<file path="config.mk">
export PLATFORM = sky130hd
export DESIGN_NAME = imem_boot_loader_flat
export DESIGN_NICKNAME = d
export VERILOG_FILES = /design/src/rtl/imem_boot_loader_if.sv /design/src/rtl/imem_boot_loader.sv /design/src/flat_wrapper.sv
export SDC_FILE = /design/constraint.sdc
export NUM_CORES = 1
export LEC_CHECK = 0
export CAP_MARGIN = 25
export CORE_ASPECT_RATIO = 0.6
export CORE_MARGIN = 1
export CORE_UTILIZATION = 30
export DETAILED_ROUTE_END_ITERATION = 8
export GPL_TIMING_DRIVEN = 0
export SETUP_SLACK_MARGIN = 0.5
export SYNTH_ARGS = -nofsm -noshare
export SYNTH_HDL_FRONTEND = slang
export SYNTH_SLANG_ARGS = --single-unit
</file>
<file path="constraint.sdc">
create_clock -name clk -period 2.3 [get_ports clk]
set_clock_uncertainty 0.1 [all_clocks]
set_input_delay 0.69 -clock clk [delete_from_list [all_inputs] [get_ports clk]]
set_output_delay 0.69 -clock clk [all_outputs]
set_load 0.02 [all_outputs]
</file>
<file path="src/rtl/imem_boot_loader_if.sv">
// -----------------------------------------------------------------------------
// imem_boot_loader_if
// Bundles the byte-stream handshake and the instruction-memory write port
// used by imem_boot_loader.
//
// Signals:
//   in_valid   byte source has a byte on in_data
//   in_data    stream byte
//   in_ready   loader accepts a byte this cycle
//   imem_we    one-cycle instruction-memory write strobe
//   imem_addr  word-aligned byte address of the write (ADDR_W bits)
//   imem_wdata instruction word to write
//   dbg_state  current loader FSM state (observation only)
//
// Handshake: a byte moves on a rising clk edge where in_valid and in_ready
// are both 1. The source holds in_data stable while in_valid is high and the
// byte has not been taken; in_ready does not depend on in_valid.
//
// Modports:
//   master  loader side (consumes the stream, drives the memory write port)
//   slave   environment side (byte source, memory, observer)
// -----------------------------------------------------------------------------
interface imem_boot_loader_if #(
   parameter int ADDR_W = 10
);
   logic              in_valid;
   logic [7:0]        in_data;
   logic              in_ready;
   logic              imem_we;
   logic [ADDR_W-1:0] imem_addr;
   logic [31:0]       imem_wdata;
   logic [2:0]        dbg_state;

   modport master (
      input  in_valid, in_data,
      output in_ready, imem_we, imem_addr, imem_wdata, dbg_state
   );

   modport slave (
      output in_valid, in_data,
      input  in_ready, imem_we, imem_addr, imem_wdata, dbg_state
   );
endinterface

</file>
<file path="src/rtl/imem_boot_loader.sv">
// -----------------------------------------------------------------------------
// imem_boot_loader
// Receives a program image as a big-endian byte stream (2-byte word count N,
// then N 4-byte words MSB first) and writes it word by word into the
// instruction memory. The processor is held in reset (cpu_hold=1) until the
// image has been fully loaded.
//
// Optional feature (macro IMEM_BOOT_CHECKSUM_EN): after the last data byte
// (or after the header when N=0) one extra byte is accepted and compared with
// the XOR of all header and data bytes; match -> DONE, mismatch -> ERROR.
//
// Ports:
//   clk       system clock, rising edge
//   reset     asynchronous, active-low reset
//   bus       imem_boot_loader_if.master: in_valid/in_data/in_ready stream,
//             imem_we/imem_addr/imem_wdata write port, dbg_state
//   cpu_hold  1 = keep processor in reset
//   done      image loaded successfully (sticky until reset)
//   error     load failed (sticky until reset)
//
// Parameters:
//   ADDR_W     byte-address width of the instruction memory; the memory holds
//              2^(ADDR_W-2) words. Must match the interface's ADDR_W.
//   BASE_ADDR  word-aligned byte address of the first word written
// -----------------------------------------------------------------------------
module imem_boot_loader #(
   parameter int          ADDR_W    = 10,
   parameter int unsigned BASE_ADDR = 0
) (
   input  logic               clk,
   input  logic               reset,
   imem_boot_loader_if.master bus,
   output logic               cpu_hold,
   output logic               done,
   output logic               error
);
   localparam logic [31:0]       MAX_WORDS = 32'd1 << (ADDR_W - 2);
   localparam logic [ADDR_W-1:0] BASE      = ADDR_W'(BASE_ADDR);

   typedef enum logic [2:0] {
      ST_HDR_HI = 3'd0,
      ST_HDR_LO = 3'd1,
      ST_DATA   = 3'd2,
`ifdef IMEM_BOOT_CHECKSUM_EN
      ST_CHK    = 3'd3,
`endif
      ST_DONE   = 3'd4,
      ST_ERROR  = 3'd5
   } state_t;

   // State reached once the last header/data byte has been taken, and
   // whether that state keeps accepting bytes.
`ifdef IMEM_BOOT_CHECKSUM_EN
   localparam state_t ST_END    = ST_CHK;
   localparam logic   END_READY = 1'b1;
`else
   localparam state_t ST_END    = ST_DONE;
   localparam logic   END_READY = 1'b0;
`endif

   state_t            state;
   logic              in_ready_q;
   logic              we_q;
   logic [ADDR_W-1:0] addr_q;
   logic [31:0]       wdata_q;
   logic [15:0]       cnt;        // header word count, then words still to write
   logic [1:0]        byte_idx;   // byte position inside the current word
   logic [31:0]       word_q;     // word assembly shift register
`ifdef IMEM_BOOT_CHECKSUM_EN
   logic [7:0]        xor_q;      // running XOR of header and data bytes
`endif

   logic        xfer;
   logic [15:0] n_hdr;
   logic [31:0] word_next;

   assign xfer      = bus.in_valid & in_ready_q;
   assign n_hdr     = {cnt[15:8], bus.in_data};
   assign word_next = {word_q[23:0], bus.in_data};

   assign bus.in_ready   = in_ready_q;
   assign bus.imem_we    = we_q;
   assign bus.imem_addr  = addr_q;
   assign bus.imem_wdata = wdata_q;
   assign bus.dbg_state  = state;

   always_ff @(posedge clk or negedge reset) begin
      if (!reset) begin
         state      <= ST_HDR_HI;
         in_ready_q <= 1'b0;
         we_q       <= 1'b0;
         addr_q     <= BASE;
         wdata_q    <= '0;
         cnt        <= '0;
         byte_idx   <= '0;
         word_q     <= '0;
         cpu_hold   <= 1'b1;
         done       <= 1'b0;
         error      <= 1'b0;
`ifdef IMEM_BOOT_CHECKSUM_EN
         xor_q      <= '0;
`endif
      end else begin
         we_q <= 1'b0;

         // The cycle after a write strobe: move to the next word slot. The
         // next 4th byte is at least three cycles away, so this never races
         // with a new strobe.
         if (we_q) begin
            addr_q <= addr_q + ADDR_W'(4);
            cnt    <= cnt - 16'd1;
         end

`ifdef IMEM_BOOT_CHECKSUM_EN
         if (xfer && (state == ST_HDR_HI || state == ST_HDR_LO || state == ST_DATA))
            xor_q <= xor_q ^ bus.in_data;
`endif

         case (state)
            ST_HDR_HI: begin
               in_ready_q <= 1'b1;
               if (xfer) begin
                  cnt[15:8] <= bus.in_data;
                  state     <= ST_HDR_LO;
               end
            end

            ST_HDR_LO: begin
               in_ready_q <= 1'b1;
               if (xfer) begin
                  cnt[7:0] <= bus.in_data;
                  if (n_hdr == 16'd0) begin
                     state      <= ST_END;
                     in_ready_q <= END_READY;
                  end else if ({16'd0, n_hdr} > MAX_WORDS) begin
                     // Rejected before any write, so the address can never wrap.
                     state      <= ST_ERROR;
                     in_ready_q <= 1'b0;
                     error      <= 1'b1;
                  end else begin
                     state <= ST_DATA;
                  end
               end
            end

            ST_DATA: begin
               in_ready_q <= 1'b1;
               if (xfer) begin
                  word_q   <= word_next;
                  byte_idx <= byte_idx + 2'd1;
                  if (byte_idx == 2'd3) begin
                     we_q    <= 1'b1;
                     wdata_q <= word_next;
                     // cnt already reflects all earlier writes here.
                     if (cnt == 16'd1) begin
                        state      <= ST_END;
                        in_ready_q <= END_READY;
                     end
                  end
               end
            end

`ifdef IMEM_BOOT_CHECKSUM_EN
            ST_CHK: begin
               in_ready_q <= 1'b1;
               if (xfer) begin
                  in_ready_q <= 1'b0;
                  if (bus.in_data == xor_q) begin
                     state <= ST_DONE;
                  end else begin
                     state <= ST_ERROR;
                     error <= 1'b1;
                  end
               end
            end
`endif

            ST_DONE: begin
               // Reached one edge after the last strobe was launched, so
               // done/cpu_hold change one cycle after that imem_we pulse.
               in_ready_q <= 1'b0;
               done       <= 1'b1;
               cpu_hold   <= 1'b0;
            end

            ST_ERROR: begin
               in_ready_q <= 1'b0;
               error      <= 1'b1;
               cpu_hold   <= 1'b1;
            end

            default: begin
               state      <= ST_ERROR;
               in_ready_q <= 1'b0;
               error      <= 1'b1;
            end
         endcase
      end
   end
endmodule

</file>
<file path="src/flat_wrapper.sv">
// flat-port wrapper written by rule: the top's interface ports become plain ports
module imem_boot_loader_flat 
#(
   parameter int          ADDR_W    = 10,
   parameter int unsigned BASE_ADDR = 0
)
  (clk, reset, cpu_hold, done, error, bus_in_valid, bus_in_data, bus_in_ready, bus_imem_we, bus_imem_addr, bus_imem_wdata, bus_dbg_state);
  imem_boot_loader_if #(.ADDR_W(ADDR_W)) bus_i ();
  input  logic clk;
  input  logic reset;
  output logic cpu_hold;
  output logic done;
  output logic error;
  input wire logic [$bits(bus_i.in_valid)-1:0] bus_in_valid;
  input wire logic [$bits(bus_i.in_data)-1:0] bus_in_data;
  output wire logic [$bits(bus_i.in_ready)-1:0] bus_in_ready;
  output wire logic [$bits(bus_i.imem_we)-1:0] bus_imem_we;
  output wire logic [$bits(bus_i.imem_addr)-1:0] bus_imem_addr;
  output wire logic [$bits(bus_i.imem_wdata)-1:0] bus_imem_wdata;
  output wire logic [$bits(bus_i.dbg_state)-1:0] bus_dbg_state;
  assign bus_i.in_valid = bus_in_valid;
  assign bus_i.in_data = bus_in_data;
  assign bus_in_ready = bus_i.in_ready;
  assign bus_imem_we = bus_i.imem_we;
  assign bus_imem_addr = bus_i.imem_addr;
  assign bus_imem_wdata = bus_i.imem_wdata;
  assign bus_dbg_state = bus_i.dbg_state;
  imem_boot_loader #(.ADDR_W(ADDR_W), .BASE_ADDR(BASE_ADDR)) u_core (.clk(clk), .reset(reset), .bus(bus_i), .cpu_hold(cpu_hold), .done(done), .error(error));
endmodule
</file>
==> results.ini <==
[placed_design]
placement.setup.worst_slack_ps = -430.5
gp_routability_congestion = 0.8259
numPortBuffers = 58
placement.cell_area_mm2 = 0.004738
detailedPlacementHpwl_mm = 6.012

[cells_and_area]
seq_area_mm2 = 0.002257
insertedDiodeCount = 0
synthToLayoutAreaGrowth_pct = 37.60
postLayoutCellArea_mm2 = 0.005325
nets = 417
multi_input_combinational_cell_area_mm2 = 0.001689
layout.filler_cells = 1172
drive_above_1_share = 0.5061

[job]
number_of_max_cap_violations = 0

[synthesis]
sequential_fraction_of_the_synthesis_area = 0.5823
synth-edff-count = 0
post-synth-top-area-cell = sky130_fd_sc_hd__dfrtp_1
synth_largest_type_area_fraction = 0.5755
mappedNetlistArea_mm2 = 0.003870
synthMostInstantiatedCell = sky130_fd_sc_hd__dfrtp_1
dominantRegCellSynth = sky130_fd_sc_hd__dfrtp_1
ys_ff_latch = 90
synth_area_per_cell_um2 = 12.86
syn-instance-count = 301
leading_post_synthesis_cells_by_cell_area = sky130_fd_sc_hd__dfrtp_1 58%, sky130_fd_sc_hd__mux2_2 17%, sky130_fd_sc_hd__xnor2_1 2.7%
cell_variety_after_synth = 43
synth.yosys.warnings = 0
synthArstFlopShare = 1.000
post_synth_most_frequent_cells = 89 x sky130_fd_sc_hd__dfrtp_1, 58 x sky130_fd_sc_hd__mux2_2, 23 x sky130_fd_sc_hd__nand2_1, 16 x sky130_fd_sc_hd__o21ai_0, 12 x sky130_fd_sc_hd__xnor2_1

[sta]
grt_setup_unrepaired = true
hold_violations = 0
number_of_setup_violations_in_the_final_report = 0
worst_pin_slew_ps = 500.8
achievable-frequency_ghz = 0.4590
maxSlewHeadroom = 0.6661
drv_slew = 0
period_needed_ps = 2178
final_cycle_utilization_of_the_critical_path = 0.9472
worst_slack_ps = 121.5

[detailed_routing]
post-route-drc-count = 0
routed_wl_mm = 9.230
average_vias_per_placed_instance = 4.755
final_antenna_net_count = 0
drt_first_iter_violations = 196
detailedRoute.firstPassIterationCount = 4
routed_wire_length_per_instance_um = 16.14
vias = 2720

[global_routing]
globalRouteOverflowTotal = 0
grt_max_degree = 72
grt_pass1_vias = 2784
grt_util_all_layers = 0.1482
antenna_found_initial = 0
grt_first_pass_wirelength_mm = 15.21

[clocking]
tritoncts_num_sinks = 90
ctsRootBufferMaster = sky130_fd_sc_hd__clkbuf_16
cts_max_path_buffers = 2
clock_tree.htree_level_count = 3
worst_skew_pair.late_latency_ps = 340
cts-buffers-inserted = 9
cts_tree = done
clkSlewWorstSetupHoldPaths_ps = 70

[setup_path]
r2r_start = u_core.cnt[7]$_DFF_PN0_
setup.worst_path.start_class = flop
reg2reg_slack_ps = 120
reg2reg_to = u_core.cnt[11]$_DFF_PN0_
end_kind = flop
critical_path_peak_fanout = 4
setup_crit_path_kind = flop to flop
critPathArrivalTime_ps = 2290
worst-r2r-cell-count = 5
critPathRequiredTime_ps = 2410

[power]
leakagePower_uw = 0.002557
max-vdd-ir-drop_v = 0.0004179
cellPowerDensity_mw_per_mm2 = 757.5

[floorplanning]
coreArea_mm2 = 0.01230
top_level_ports = 61
die_w_um = 148.6
dieArea_mm2 = 0.01337
row_count = 31
floorplan.die.height_um = 89.98
start_util = 0.3147

[hold_path]
timing.hold.worst.class = input pin to async pin

[status]
outcome = complete, no violations

-- critical path: stages, from the launching register on --
cell	delay, ps
sky130_fd_sc_hd__dfrtp_1	390
sky130_fd_sc_hd__or4_4	530
sky130_fd_sc_hd__buf_6	140
sky130_fd_sc_hd__or4_4	530
sky130_fd_sc_hd__o311ai_4	240
sky130_fd_sc_hd__nand3_1	110
-- layer usage --
metal | GRT usage | share of wire
met1 | 0.2193 | 0.52
met2 | 0.2056 | 0.42
met3 | 0.04315 | 0.045
met4 | 0.04467 | 0.015
met5 | 0 | 0
-- registers in the layout, indices dropped and copies added (netlist names) --
register / cells
u_core.bus.dbg_state: 3
u_core.bus.imem_addr: 8
u_core.bus.imem_wdata: 32
u_core.bus.imem_we: 1
u_core.bus.in_ready: 1
u_core.byte_idx: 2
u_core.cnt: 16
u_core.cpu_hold: 1
u_core.done: 1
u_core.error: 1
u_core.word_q: 24
-- layout by cell type (no fill, tap or decap), drive strengths merged, types with 7 or more instances in the layout --
cell type	instances
dfrtp	89
buf	84
mux2	58
nand2	23
clkbuf	18
o21ai	17
clkdlybuf4s15	14
xnor2	12
nor2	9
or4	7
-- cell type report --
cell class,count,area share
clock inverter,5,0.007284
tap,165,0.03877
timing repair buffer,89,0.1283
sequential,90,0.4239
inverter,5,0.003524
multi-input combinational,190,0.3172
clock buffer,11,0.04746
buffer,17,0.03360
-- power by group --
group / leakage [µW] / switching [µW] / total [µW] / internal, µW
Sequential: 0.00120 / 147 / 1860 / 1720
Combinational: 0.00122 / 351 / 740 / 389
Clock: 0.000142 / 636 / 1430 / 795
-- kinds of logic (layout without fill, tap and decap cells) --
group	count (synthesis)	count (layout)	share of synthesized area
mux	58	58	0.1688
buf+inv	22	127	0.02651
simple gates	79	79	0.1193
flops	90	90	0.5823
fa+ha+maj	5	5	0.01552
compound gates	28	28	0.04591
xor+xnor	18	18	0.04074
other cells	1	2	0.0009690
-- per-stage QoR --
step | power (µW) | hold WS (ps) | cells | setup TNS [ps] | util
after floorplan | 2151 | 294.4 | 302 | 0 | -
after global placement | 2329 | 365.0 | 525 | -281690 | 0.3833
after CTS | 3984 | 125.7 | 563 | 0 | 0.4324
after global routing | 4228 | 133.0 | 572 | 0 | 0.4331
final | 4034 | 121.7 | 572 | 0 | 0.4331
after detailed placement | 2359 | 359.1 | 526 | -21160 | 0.3854
-- how the worst max path moves through the flow --
| stage | start | end | slack, ps | cells past startpoint |
|---|---|---|---|---|
| 5_1_grt | u_core.cnt[7]$_DFF_PN0_ | u_core.cnt[11]$_DFF_PN0_ | 70 | 5 |
| 3_3_place_gp | reset | u_core.bus.dbg_state[0]$_DFFE_PN0P_ | -3250 | 1 |
| 4_1_cts | u_core.cnt[7]$_DFF_PN0_ | u_core.cnt[11]$_DFF_PN0_ | 150 | 5 |
| 3_5_place_dp | bus_in_data[1] | u_core.bus.dbg_state[2]$_DFFE_PN0P_ | -430 | 5 |
| 6_report | u_core.cnt[7]$_DFF_PN0_ | u_core.cnt[11]$_DFF_PN0_ | 120 | 5 |
| 2_1_floorplan | u_core.cnt[7]$_DFF_PN0_ | u_core.cnt[11]$_DFF_PN0_ | 240 | 5 |
-- timing repair --
action | in CTS | in global routing
setup buffers | 21 | 9
resized for setup | 230 | 51
hold buffers | 0 | 0
endpoints found under the setup margin | 122 | 86
hold endpoints to repair | 0 | 0
pin swaps | 15 | 11
No activity file was read; power rests on OpenSTA's default activity.
